===== config.mk =====
export PLATFORM = sky130hd
export DESIGN_NAME = layer11_key_mix
export DESIGN_NICKNAME = d
export VERILOG_FILES = /design/src/rtl/xor_encrypt_pkg.sv /design/src/rtl/key_mix_skid.sv /design/src/rtl/layer11_key_mix.sv
export SDC_FILE = /design/constraint.sdc
export NUM_CORES = 1
export LEC_CHECK = 0
export ABC_AREA = 0
export CAP_MARGIN = 30
export CORE_ASPECT_RATIO = 0.8
export CORE_MARGIN = 2
export CORE_UTILIZATION = 35
export CTS_CLUSTER_DIAMETER = 100
export DETAILED_ROUTE_END_ITERATION = 6
export PLACE_DENSITY = 0.53
export RECOVER_POWER = 25
export SYNTH_ARGS = -nofsm -noshare
export SYNTH_HDL_FRONTEND = slang
export SYNTH_HIERARCHICAL = 1
export SYNTH_SLANG_ARGS = --single-unit

===== constraint.sdc =====
create_clock -name clk -period 4.7 [get_ports clk]
set_clock_uncertainty 0.05 [all_clocks]
set_input_delay 0.94 -clock clk [delete_from_list [all_inputs] [get_ports clk]]
set_output_delay 0.94 -clock clk [all_outputs]
set_load 0.01 [all_outputs]

===== src/rtl/xor_encrypt_pkg.sv =====
// Purpose: shared types for the XOR encryption pipeline (word and mixed-word records).
// Latency: n/a (types and constants only).
// Backpressure: n/a.
package xor_encrypt_pkg;

    localparam int DATA_W = 32;
    // Key-index field is sized for the largest supported key file (16 keys).
    localparam int KIDX_W = 4;

    typedef logic [DATA_W-1:0] word_t;

    typedef struct packed {
        word_t             data;
        logic [KIDX_W-1:0] kidx;
    } mixed_t;

endpackage


===== src/rtl/key_mix_skid.sv =====
// Purpose: generic 2-entry valid/ready skid buffer (main = output register, skid = overflow).
// Latency: 1 cycle from accept to out_valid when main is empty or draining.
// Backpressure: in_ready is registered (!skid full); no combinational path from out_ready.
//
// Ports:
//   clk, rst              clock, synchronous active-high reset
//   in_valid/in_ready     upstream handshake, in_data payload of type T
//   out_valid/out_ready   downstream handshake, out_data payload of type T
module key_mix_skid
    import xor_encrypt_pkg::*;
#(
    parameter type T = mixed_t
) (
    input  logic clk,
    input  logic rst,
    input  logic in_valid,
    output logic in_ready,
    input  T     in_data,
    output logic out_valid,
    input  logic out_ready,
    output T     out_data
);

    logic main_vld;
    logic skid_vld;
    logic rdy_q;
    T     main_q;
    T     skid_q;

    logic push;
    logic load_main;
    logic skid_nxt;

    assign push      = in_valid && rdy_q;
    // Main can take a new value when it is empty or its contents leave this cycle.
    assign load_main = !main_vld || out_ready;
    // Skid empties whenever main reloads (skid has priority); otherwise it
    // captures a word pushed while main is held. A push with skid full cannot
    // happen because in_ready is already low.
    assign skid_nxt  = load_main ? 1'b0 : (skid_vld || push);

    always_ff @(posedge clk) begin
        if (rst) begin
            main_vld <= 1'b0;
            skid_vld <= 1'b0;
            rdy_q    <= 1'b0;
            main_q   <= '0;
            skid_q   <= '0;
        end else begin
            if (load_main) begin
                if (skid_vld) begin
                    main_q   <= skid_q;
                    main_vld <= 1'b1;
                end else begin
                    main_vld <= push;
                    if (push) begin
                        main_q <= in_data;
                    end
                end
            end else if (push) begin
                skid_q <= in_data;
            end
            skid_vld <= skid_nxt;
            rdy_q    <= !skid_nxt;
        end
    end

    assign in_ready  = rdy_q;
    assign out_valid = main_vld;
    assign out_data  = main_q;

endmodule


===== src/rtl/layer11_key_mix.sv =====
// Purpose: XOR each accepted word with a rotating programmable round key (in_sop restarts at key 0).
// Latency: 1 cycle accept-to-output when the output register is free; 1 word/cycle sustained.
// Backpressure: 2-entry skid; in_ready drops the cycle after the second word is held.
//
// Ports:
//   clk, rst                       clock, synchronous active-high reset (clears keys and buffers)
//   key_we, key_idx, key_data      key file write port, effective at the edge
//   in_valid, in_ready, in_data,
//   in_sop                         upstream word stream; in_sop forces key index 0
//   out_valid, out_ready, out_data,
//   out_key_idx                    mixed word stream and the key index applied to it
module layer11_key_mix
    import xor_encrypt_pkg::*;
#(
    parameter  int NUM_KEYS  = 4,
    localparam int KEY_IDX_W = $clog2(NUM_KEYS)
) (
    input  logic                 clk,
    input  logic                 rst,
    input  logic                 key_we,
    input  logic [KEY_IDX_W-1:0] key_idx,
    input  logic [31:0]          key_data,
    input  logic                 in_valid,
    output logic                 in_ready,
    input  logic [31:0]          in_data,
    input  logic                 in_sop,
    output logic                 out_valid,
    input  logic                 out_ready,
    output logic [31:0]          out_data,
    output logic [KEY_IDX_W-1:0] out_key_idx
);

    word_t                keys [NUM_KEYS];
    logic [KEY_IDX_W-1:0] kptr;
    logic [KEY_IDX_W-1:0] used;
    logic                 accept;
    mixed_t               mix_in;
    mixed_t               mix_out;
    logic                 unused_kidx;

    assign accept = in_valid && in_ready;
    assign used   = in_sop ? '0 : kptr;

    // Reads see the pre-edge key, so a same-cycle write to the used slot
    // only affects later words.
    always_comb begin
        mix_in      = '0;
        mix_in.data = in_data ^ keys[used];
        mix_in.kidx = KIDX_W'(used);
    end

    always_ff @(posedge clk) begin
        if (rst) begin
            kptr <= '0;
            for (int i = 0; i < NUM_KEYS; i++) begin
                keys[i] <= '0;
            end
        end else begin
            if (accept) begin
                kptr <= (used == KEY_IDX_W'(NUM_KEYS - 1)) ? '0 : used + KEY_IDX_W'(1);
            end
            if (key_we) begin
                keys[key_idx] <= key_data;
            end
        end
    end

    key_mix_skid #(
        .T (mixed_t)
    ) u_skid (
        .clk       (clk),
        .rst       (rst),
        .in_valid  (in_valid),
        .in_ready  (in_ready),
        .in_data   (mix_in),
        .out_valid (out_valid),
        .out_ready (out_ready),
        .out_data  (mix_out)
    );

    assign out_data    = mix_out.data;
    assign out_key_idx = mix_out.kidx[KEY_IDX_W-1:0];
    // Upper index bits are always zero for smaller key files.
    assign unused_kidx = ^mix_out.kidx;

endmodule


**After elaboration in Yosys (flattened, before gate mapping)**

Memories as Yosys holds them, arrays and structs flattened.
Index checks and enable logic that the tools add are counted.

- Bits in registers: 73
- Bits in writable memories: 128
- Input port bits: 72
- Output and inout port bits: 36
- Memories: 1

- Add/sub/neg operators: 1
- Equal/unequal tests: 1
- Multiplexer cells: 14
- Bitwise logic cells: 2
- Reduce and logical (&&, ||, !) cells: 9

Memories:

| name | words | width | rd ports | clocked after Yosys merged registers in | write ports | RTL line | source |
|---|---|---|---|---|---|---|---|
| keys | 4 | 32 | 1 | 0 | 4 | layer11_key_mix.sv:33 | `word_t keys [NUM_KEYS];` |

Operators by type and width:

| kind | count |
|---|---|
| two-way mux 36 bit | 2 |
| two-way mux 32 bit | 1 |
| OR reduction 32 bit | 1 |
| bitwise XOR 32 bit | 1 |
| two-way mux 1 bit | 8 |
| two-way mux 2 bit | 3 |
| AND reduction 2 bit | 2 |
| adder 2 x 1 -> 2 bit, second input constant | 1 |
| == test 2 bit, second input constant | 1 |
| zero test 1 bit | 2 |
| logical OR 1 bit | 2 |
| nonzero test 2 bit | 1 |
| logical AND 1 bit | 1 |
| inverter 1 bit | 1 |

**Logic depth before layout (Yosys ltp)**

Gate-level depths: netlist (run 1).

- Depth in word-level cells: 5
- Gate-level depth with buffers: 8

**Cells and area by module**

The synthesis (run 1) kept the hierarchy.

By module, submodules not included:

| module | instances | cells an instance | area each (um^2) | seq. area each (um^2) |
|---|---|---|---|---|
| layer11_key_mix | 1 | 617 | 7963.9 | 3883.7 |
| key_mix_skid | 1 | 332 | 3144.3 | 1501.4 |

**Least setup slack after synthesis (run 1)**

OpenSTA, ideal clock, no wires.

- Path type: input port to flip-flop
- From: in key_idx[1]
- To: mem keys[2][0] in the netlist's numbering, enable pin
- Setup time: 0.428 ns
- Arrival time: 2.503 ns
- Required time: 4.222 ns
- Setup slack: 1.719 ns
- Stages on the path: 2
- Path through: nand2_1 > o21bai_1

RTL lines:

| item | RTL line | source |
|---|---|---|
| from (decl) | layer11_key_mix.sv:21 | `input logic [KEY_IDX_W-1:0] key_idx,` |
| to (decl) | layer11_key_mix.sv:33 |  |

==> results of run 1 <==
==> how the worst max path moves through the flow <==
stage	slack, ns	end
6_report	1.61	keys[1][14]
5_1_grt	1.41	keys[2][16]
4_1_cts	1.75	u_skid/out_data[35]
3_5_place_dp	1.60	u_skid/out_data[17]
3_3_place_gp	1.62	u_skid/out_data[6]
2_1_floorplan	1.72	keys[2][0]
==> report_power, final <==
part / internal, uW / switching (uW) / leakage, uW
logic: 268 / 303 / 0.00226
clock network: 1240 / 749 / 0.000410
registers: 2000 / 64.8 / 0.00185
total: 3500 / 1120 / 0.00451
==> sequential cells by signal, indices dropped and copies added (netlist names) <==
register          cells
kptr                  2
u_skid/skid_q        34
u_skid/in_ready       1
u_skid/out_data      34
keys                128
u_skid/skid_vld       1
u_skid/out_valid      1
==> area by class of cell <==
type | count | area share (%)
clock buffer | 26 | 4.805
clock inverter | 18 | 1.633
inverter | 1 | 0.02866
multi-input combinational | 648 | 39.39
sequential | 201 | 40.53
tap | 413 | 3.945
timing repair buffer | 127 | 9.667
==> layer usage <==
metal,vias to the layer above,routed length (um)
li1,3575,-
met1,3560,15690
met2,155,11590
met3,26,1254
met4,2,405
met5,-,11
==> metrics by stage <==
step           cells  hold WS, ns  total power, uW  instance area, um2  utilization, %
2_1_floorplan    932       0.3860             2422               10940               -
5_1_grt         1434       0.4206             4786               13100           42.81
3_5_place_dp    1389       0.3965             2671               12270           40.10
6_report        1434       0.4036             4617               13100           42.81
3_3_place_gp    1389       0.3909             2666               12270           40.10
4_1_cts         1433       0.4043             4663               13110           42.85
==> worst reg2reg max path: cells and delay by family (launching register included) <==
kind                   cells  cell delay [ns]
AOI/OAI and AO/OA          3             0.69
buffers and inverters      1             0.45
DFF                        1             0.85
muxes                      1             0.20
and+or+nand+nor            1             0.55
==> metrics.md, run 1 <==
| Metric | Value |
|---|---|
| Peak Freq | 323.4 MHz |
| Maximum number of pins on one net before global-route repair | 73 |
| Setup Total Neg Slack | 0 ns |
| Crit path required time | roughly 5 ns |
| Starting density of the core | roughly 36% |
| Cts hold-fix bufs | 0 |
| Library cell used as clock root buffer | clkbuf_16 |
| Post-route antenna net violation count | 0 |
| Layout net count | roughly 1.1k |
| Number of global-route vias before repair | just over 7k |
| Slowest cell on crit path | clkbuf_1 |
| Inserted Diodes | 0 |
| Clock tree from TritonCTS | yes |
| Fill cell instance count of the final layout | 2859 |
| Area of the multi-input gates | ~5200 um2 |
| Slack of the critical path | 1.608 ns |
| Fraction of met3 tracks used by global routing | 2.729% |
| IO Count | about 110 |
| Share of post-route cells with drive strength above 1 | ~15% |
| Post-Synthesis Mean Instance Area | between 10 and 15 um2 |
| Detailed-route vias per instance | between 5 and 6 |
| Final max-slew violation count | 172 |
| All-Layer GR Usage | 17.65% |
| Critical path's top delay family | buffers and inverters |
| Die footprint | around 33000 um2 |
| Met1 Resource Use GR | around 28% |
| Period utilisation layout | between 60 and 70% |
| Final number of hold-violating endpoints | 0 |
| Worst min-delay path category | reg2reg |
| Peak VDD IR | roughly 0.22 mV |
| Count of vias placed by the detailed router | ~7.3k |
| Hold Crit Start | u_skid/skid_q[16] |
| WP data arrival | about 3.4 ns |
| Tmin final | approximately 3 ns |
| Total half-perimeter wirelength after legalization and detailed placement | approximately 18 mm |
| Detailed-router iteration count before antenna repair | 4 |
| Most common cell after layout, fill and taps aside | edfxtp_1 |
| Register-to-register setup slack | between 1.5 and 2 ns |
| DR iter-0 viols | just over 400 |
| Residual DRC count | 0 |
| Violations in the final reports | capacitance limit, slew limit |
| Worst setup timing slack at the placement stage | roughly 1.6 ns |
| CP endpoint kind | flip-flop |
| Die span in x | ~200 um |
| GP Congestion | about 0.71 |
| Capture instance of the worst register-to-register path | u_skid/out_data[35] |
| Global route overflow | 0 |
| TritonCTS buffer count | 24 |
| Layout Area Growth over Synthesis | 19.69% |
| Reg clk slew, reported paths | around 0.060 ns |
| Port Buffer Count | about 110 |
| Wire length per cell after detailed routing | approximately 20 um |
| Worst reg-to-reg path cell count | 6 |
| Setup crit start kind | input port |
| Yosys warns | 6 |
| Global routing usage on met2 | about 25% |
| Number of antenna violations at the first check in global routing | 1 |
| Synthesized netlist net count | 1004 |
| Chip height | 162.2 um |
| Number of instances in the synthesized netlist | ~930 |
| Post-cts sizing count | 0 |
| Actual slew at the worst max-slew pin | approximately 2 ns |
| Relative max-transition margin | -29.66% |
| Later-pin clock latency in the skew report | between 0.5 and 0.6 ns |
| Buf+Inv Stages, Crit Path | 2 |
| Routed wire length | roughly 29 mm |
| Type of the worst setup path | in2reg |
| PD cells | between 300 and 400 nW/um2 |
| Num Clock Sinks | 201 |
| Crit. path cell count | 5 |
| Endpoint of the worst hold-timing path | u_skid/skid_q[16] |
| Worst Hold Path Cells | 2 |
| Global-route layer with the greatest usage | met1 |
| FF+latch area | 5309 um2 |
| Core area | just over 30000 um2 |
| Setup repair after global routing missed its margin | no |
| Worst Setup SP | key_we |
| Global-route wire length before repair | ~45 mm |
| FF-to-FF Start | kptr[0] |
| Commonest cells after routing, fill and taps aside | edfxtp_1, clkdlybuf4s50_1, mux2i_1, and2_1, a21oi_1 |
| Critical path's largest stage delay | between 1 and 1.5 ns |
| Maximum capacitance violations | 4 |
| Buffer levels on the longest clock path | 3 |
| Chain of cells forming the critical path | dlygate4sd3_1, nand2b_1, nor3b_1, clkbuf_1, and2_1 |
| Result of the run | complete, but fails checks |
| Setup-violating endpoint count in the final report | 0 |
| Synth Cell Area | about 11000 um2 |
| Static Leak | 0.004514 uW |
| Largest fanout on the critical path | 32 |
| Number of standard-cell rows in the floorplan | 57 |
| Number of H-tree levels | 1 |
| Post-CTS Repair Setup Buffers | 0 |
(Power assumes the default switching activity.)
==> run 2: changes to the inputs <==
- PLACE_DENSITY: 0.53 -> 0.55
- clock period: 4.7 -> 2.8 ns (I/O delays scaled with it)
==> run 2 against run 1 <==
Clock-buffer cell count up 9; combinational power is 75% higher; largest power group unchanged; sequential cell count did not move; global-route usage is 0.29 points lower; wire length down 1.4%; setup slack worse by 1.2 ns; non-clock buffer count rose by 15; the run now ends clean; critical path depth increased by 1; design area increased by 0.49%; first-iteration DRC count grew 0.98%; total power is 59% higher.
==> metrics.md, run 2 (synthesis gave the netlist of run 1 again) <==
| Metric | Value |
|---|---|
| Combinational share of power | 13.6% (+1.2 points) |
| Cts hold-fix bufs | 0 (unchanged) |
| Worst min-delay path category | reg2reg |
| Number of global-route vias before repair | 6995 (-2.5%) |
| IO Count | 108 (unchanged) |
| Post-CTS Repair Setup Buffers | 0 (unchanged) |
| Layout net count | 1089 (+1.3%) |
| WP data arrival | 2.80 ns (-0.62 ns) |
| Fill cell instance count of the final layout | 2884 (+0.87%) |
| Setup-violating endpoint count in the final report | 0 (unchanged) |
| Total half-perimeter wirelength after legalization and detailed placement | 18.12 mm (+1.9%) |
| Static Leak | 0.004608 uW (+2.1%) |
| Library cell used as clock root buffer | clkbuf_16 |
| Peak Freq | ~410 MHz |
| Global route overflow | 0 (unchanged) |
| Core area | 30600 um2 (unchanged) |
| Routed wire length | 28.55 mm (-1.4%) |
| Count of vias placed by the detailed router | 7394 (+1.0%) |
| Later-pin clock latency in the skew report | 0.50 ns (-0.02 ns) |
| Result of the run | finished clean |
| Final worst hold slack | 0.4026 ns (-0.0009600 ns) |
| FF-to-FF Start | kptr[0] |
| Setup Total Neg Slack | 0 ns (unchanged) |
| Setup crit start kind | flip-flop |
| Tmin final | between 2 and 2.5 ns |
| Peak VDD IR | 0.4158 mV (+86%) |
| TritonCTS buffer count | 23 (-4.2%) |
| Final max-slew violation count | 0 (-100%) |
| Post-route antenna net violation count | 0 (unchanged) |
| Residual DRC count | 0 (unchanged) |
| Crit path required time | 3.17 ns (-1.85 ns) |
| Number of standard cells in the final layout excluding fillers | 1446 (+0.84%) |
| PD cells | 558.4 nW/um2 (+58%) |
| Post-layout instance area | 13160 um2 (+0.49%) |
| Worst Hold Path Cells | 2 (unchanged) |
| DR iter-0 viols | 412 (+0.98%) |
| Die span in x | 201.7 um (unchanged) |
| Port Buffer Count | 107 (unchanged) |
| All-Layer GR Usage | 17.36% (-0.29 points) |
| Global-route wire length before repair | 43.79 mm (-1.6%) |
| Clock tree from TritonCTS | yes |
| Number of H-tree levels | 1 (unchanged) |
| Part of the power in registers | 46.9% (+2.3 points) |
| Number of flip-flops in the largest register | 128 (unchanged) |
| Maximum number of pins on one net before global-route repair | 74 (+1.4%) |
| Number of standard-cell rows in the floorplan | 57 (unchanged) |
| Chip height | 162.2 um (unchanged) |
| Switch Pwr | 1801 uW (+61%) |
| Most common cell after layout, fill and taps aside | edfxtp_1 |
| Capturing instance or port of the critical path | u_skid/out_data[35] |
| Type of the worst setup path | reg2reg |
| Starting density of the core | 35.77% (unchanged) |
| Die footprint | 32710 um2 (unchanged) |
| Register-to-register setup slack | 0.37 ns (-1.34 ns) |
| Cell Area, Placed | 12470 um2 (+1.7%) |
| CP endpoint kind | flip-flop |
| Worst Setup SP | kptr[0] |
| Largest fanout on the critical path | 17 (-47%) |
| Final number of hold-violating endpoints | 0 (unchanged) |
| Share of post-route cells with drive strength above 1 | 16.55% (+1.6 points) |
| Portion of total power attributed to the clock network | 39.5% (-3.5 points) |
| Detailed-route vias per instance | 5.113 (+0.20%) |
| Worst reg-to-reg path cell count | 6 (unchanged) |
| Dpl cells | 1405 (+1.2%) |
| Wire length per cell after detailed routing | 19.74 um (-2.2%) |
| Switching part of the total | 24.51% (+0.32 points) |
| Period utilisation layout | between 80% and 90% |
| Post-cts sizing count | 0 (unchanged) |
| Inserted Diodes | 0 (unchanged) |
| Detailed-router iteration count before antenna repair | 5 (+1) |
| GP Congestion | 0.7209 (+1.7%) |
| Num Clock Sinks | 201 (unchanged) |
| Commonest cells after routing, fill and taps aside | edfxtp_1, and2_1, clkdlybuf4s50_1, mux2i_1, a21oi_1 |
| Layout Area Growth over Synthesis | 20.27% |
| Number of antenna violations at the first check in global routing | 1 (unchanged) |
| Actual slew at the worst max-slew pin | 1.132 ns (-0.8130 ns) |
| Register containing the most flip-flops in the final layout | keys |
| Setup repair after global routing missed its margin | no |
| Power, Total | 7350 uW (+59%) |
| Total internal power | 5549 uW (+59%) |
| Relative max-transition margin | 24.54% (+54 points) |
| Maximum capacitance violations | 0 (-4) |
| Capture instance of the worst register-to-register path | u_skid/out_data[35] |
| Reg clk slew, reported paths | 0.06 ns (about the same) |
| Buffer levels on the longest clock path | 3 (unchanged) |
-- run 2: layout make-up --
type	count	area, um2	share of cell area (%)
tap	413	516.7	3.926
timing repair buffer	142	1441	10.95
multi-input combinational	648	5166	39.25
sequential	201	5309	40.33
clock buffer	35	664.4	5.048
clock inverter	6	61.31	0.4658
inverter	1	3.754	0.02852
-- run 2: power groups by stage --
stage	logic (uW)	registers (uW)	clock network (uW)
2_1_floorplan	574	3490	0
3_3_place_gp	1010	3500	0
3_5_place_dp	1010	3510	0
4_1_cts	1020	3440	2980
5_1_grt	1080	3460	3120
6_report	998	3450	2910
-- run 2: through the flow --
stage               setup slack [ns]  util [%]
finish                        0.3713     43.02
global route                  0.2581     43.02
CTS                           0.3924     43.14
detailed placement            0.2072     40.76
global placement              0.1946     40.76
floorplan                     0.1993         -
-- run 2: how the worst min path moves through the flow --
stage / from / end
detailed placement: u_skid/skid_q[1] / u_skid/skid_q[1]
global placement: u_skid/skid_q[21] / u_skid/skid_q[21]
finish: u_skid/skid_q[1] / u_skid/skid_q[1]
CTS: u_skid/skid_q[7] / u_skid/skid_q[7]
floorplan: u_skid/skid_q[0] / u_skid/skid_q[0]
global route: u_skid/skid_q[20] / u_skid/skid_q[20]
-- run 2: routing by layer --
layer  global-route usage (%)  wire (um)
met1                    27.87      15290
met2                    24.50      11710
met3                    2.388       1132
met4                    3.342        404
met5                        0         13
-- run 2: worst max-delay path, cell delays in order (launching register included) --
cell and delay, ns:
dfxtp_2 0.67, buf_4 0.36, mux2i_1 0.30, mux2i_1 0.11
a211oi_1 0.44, mux2i_1 0.17, a211oi_2 0.24
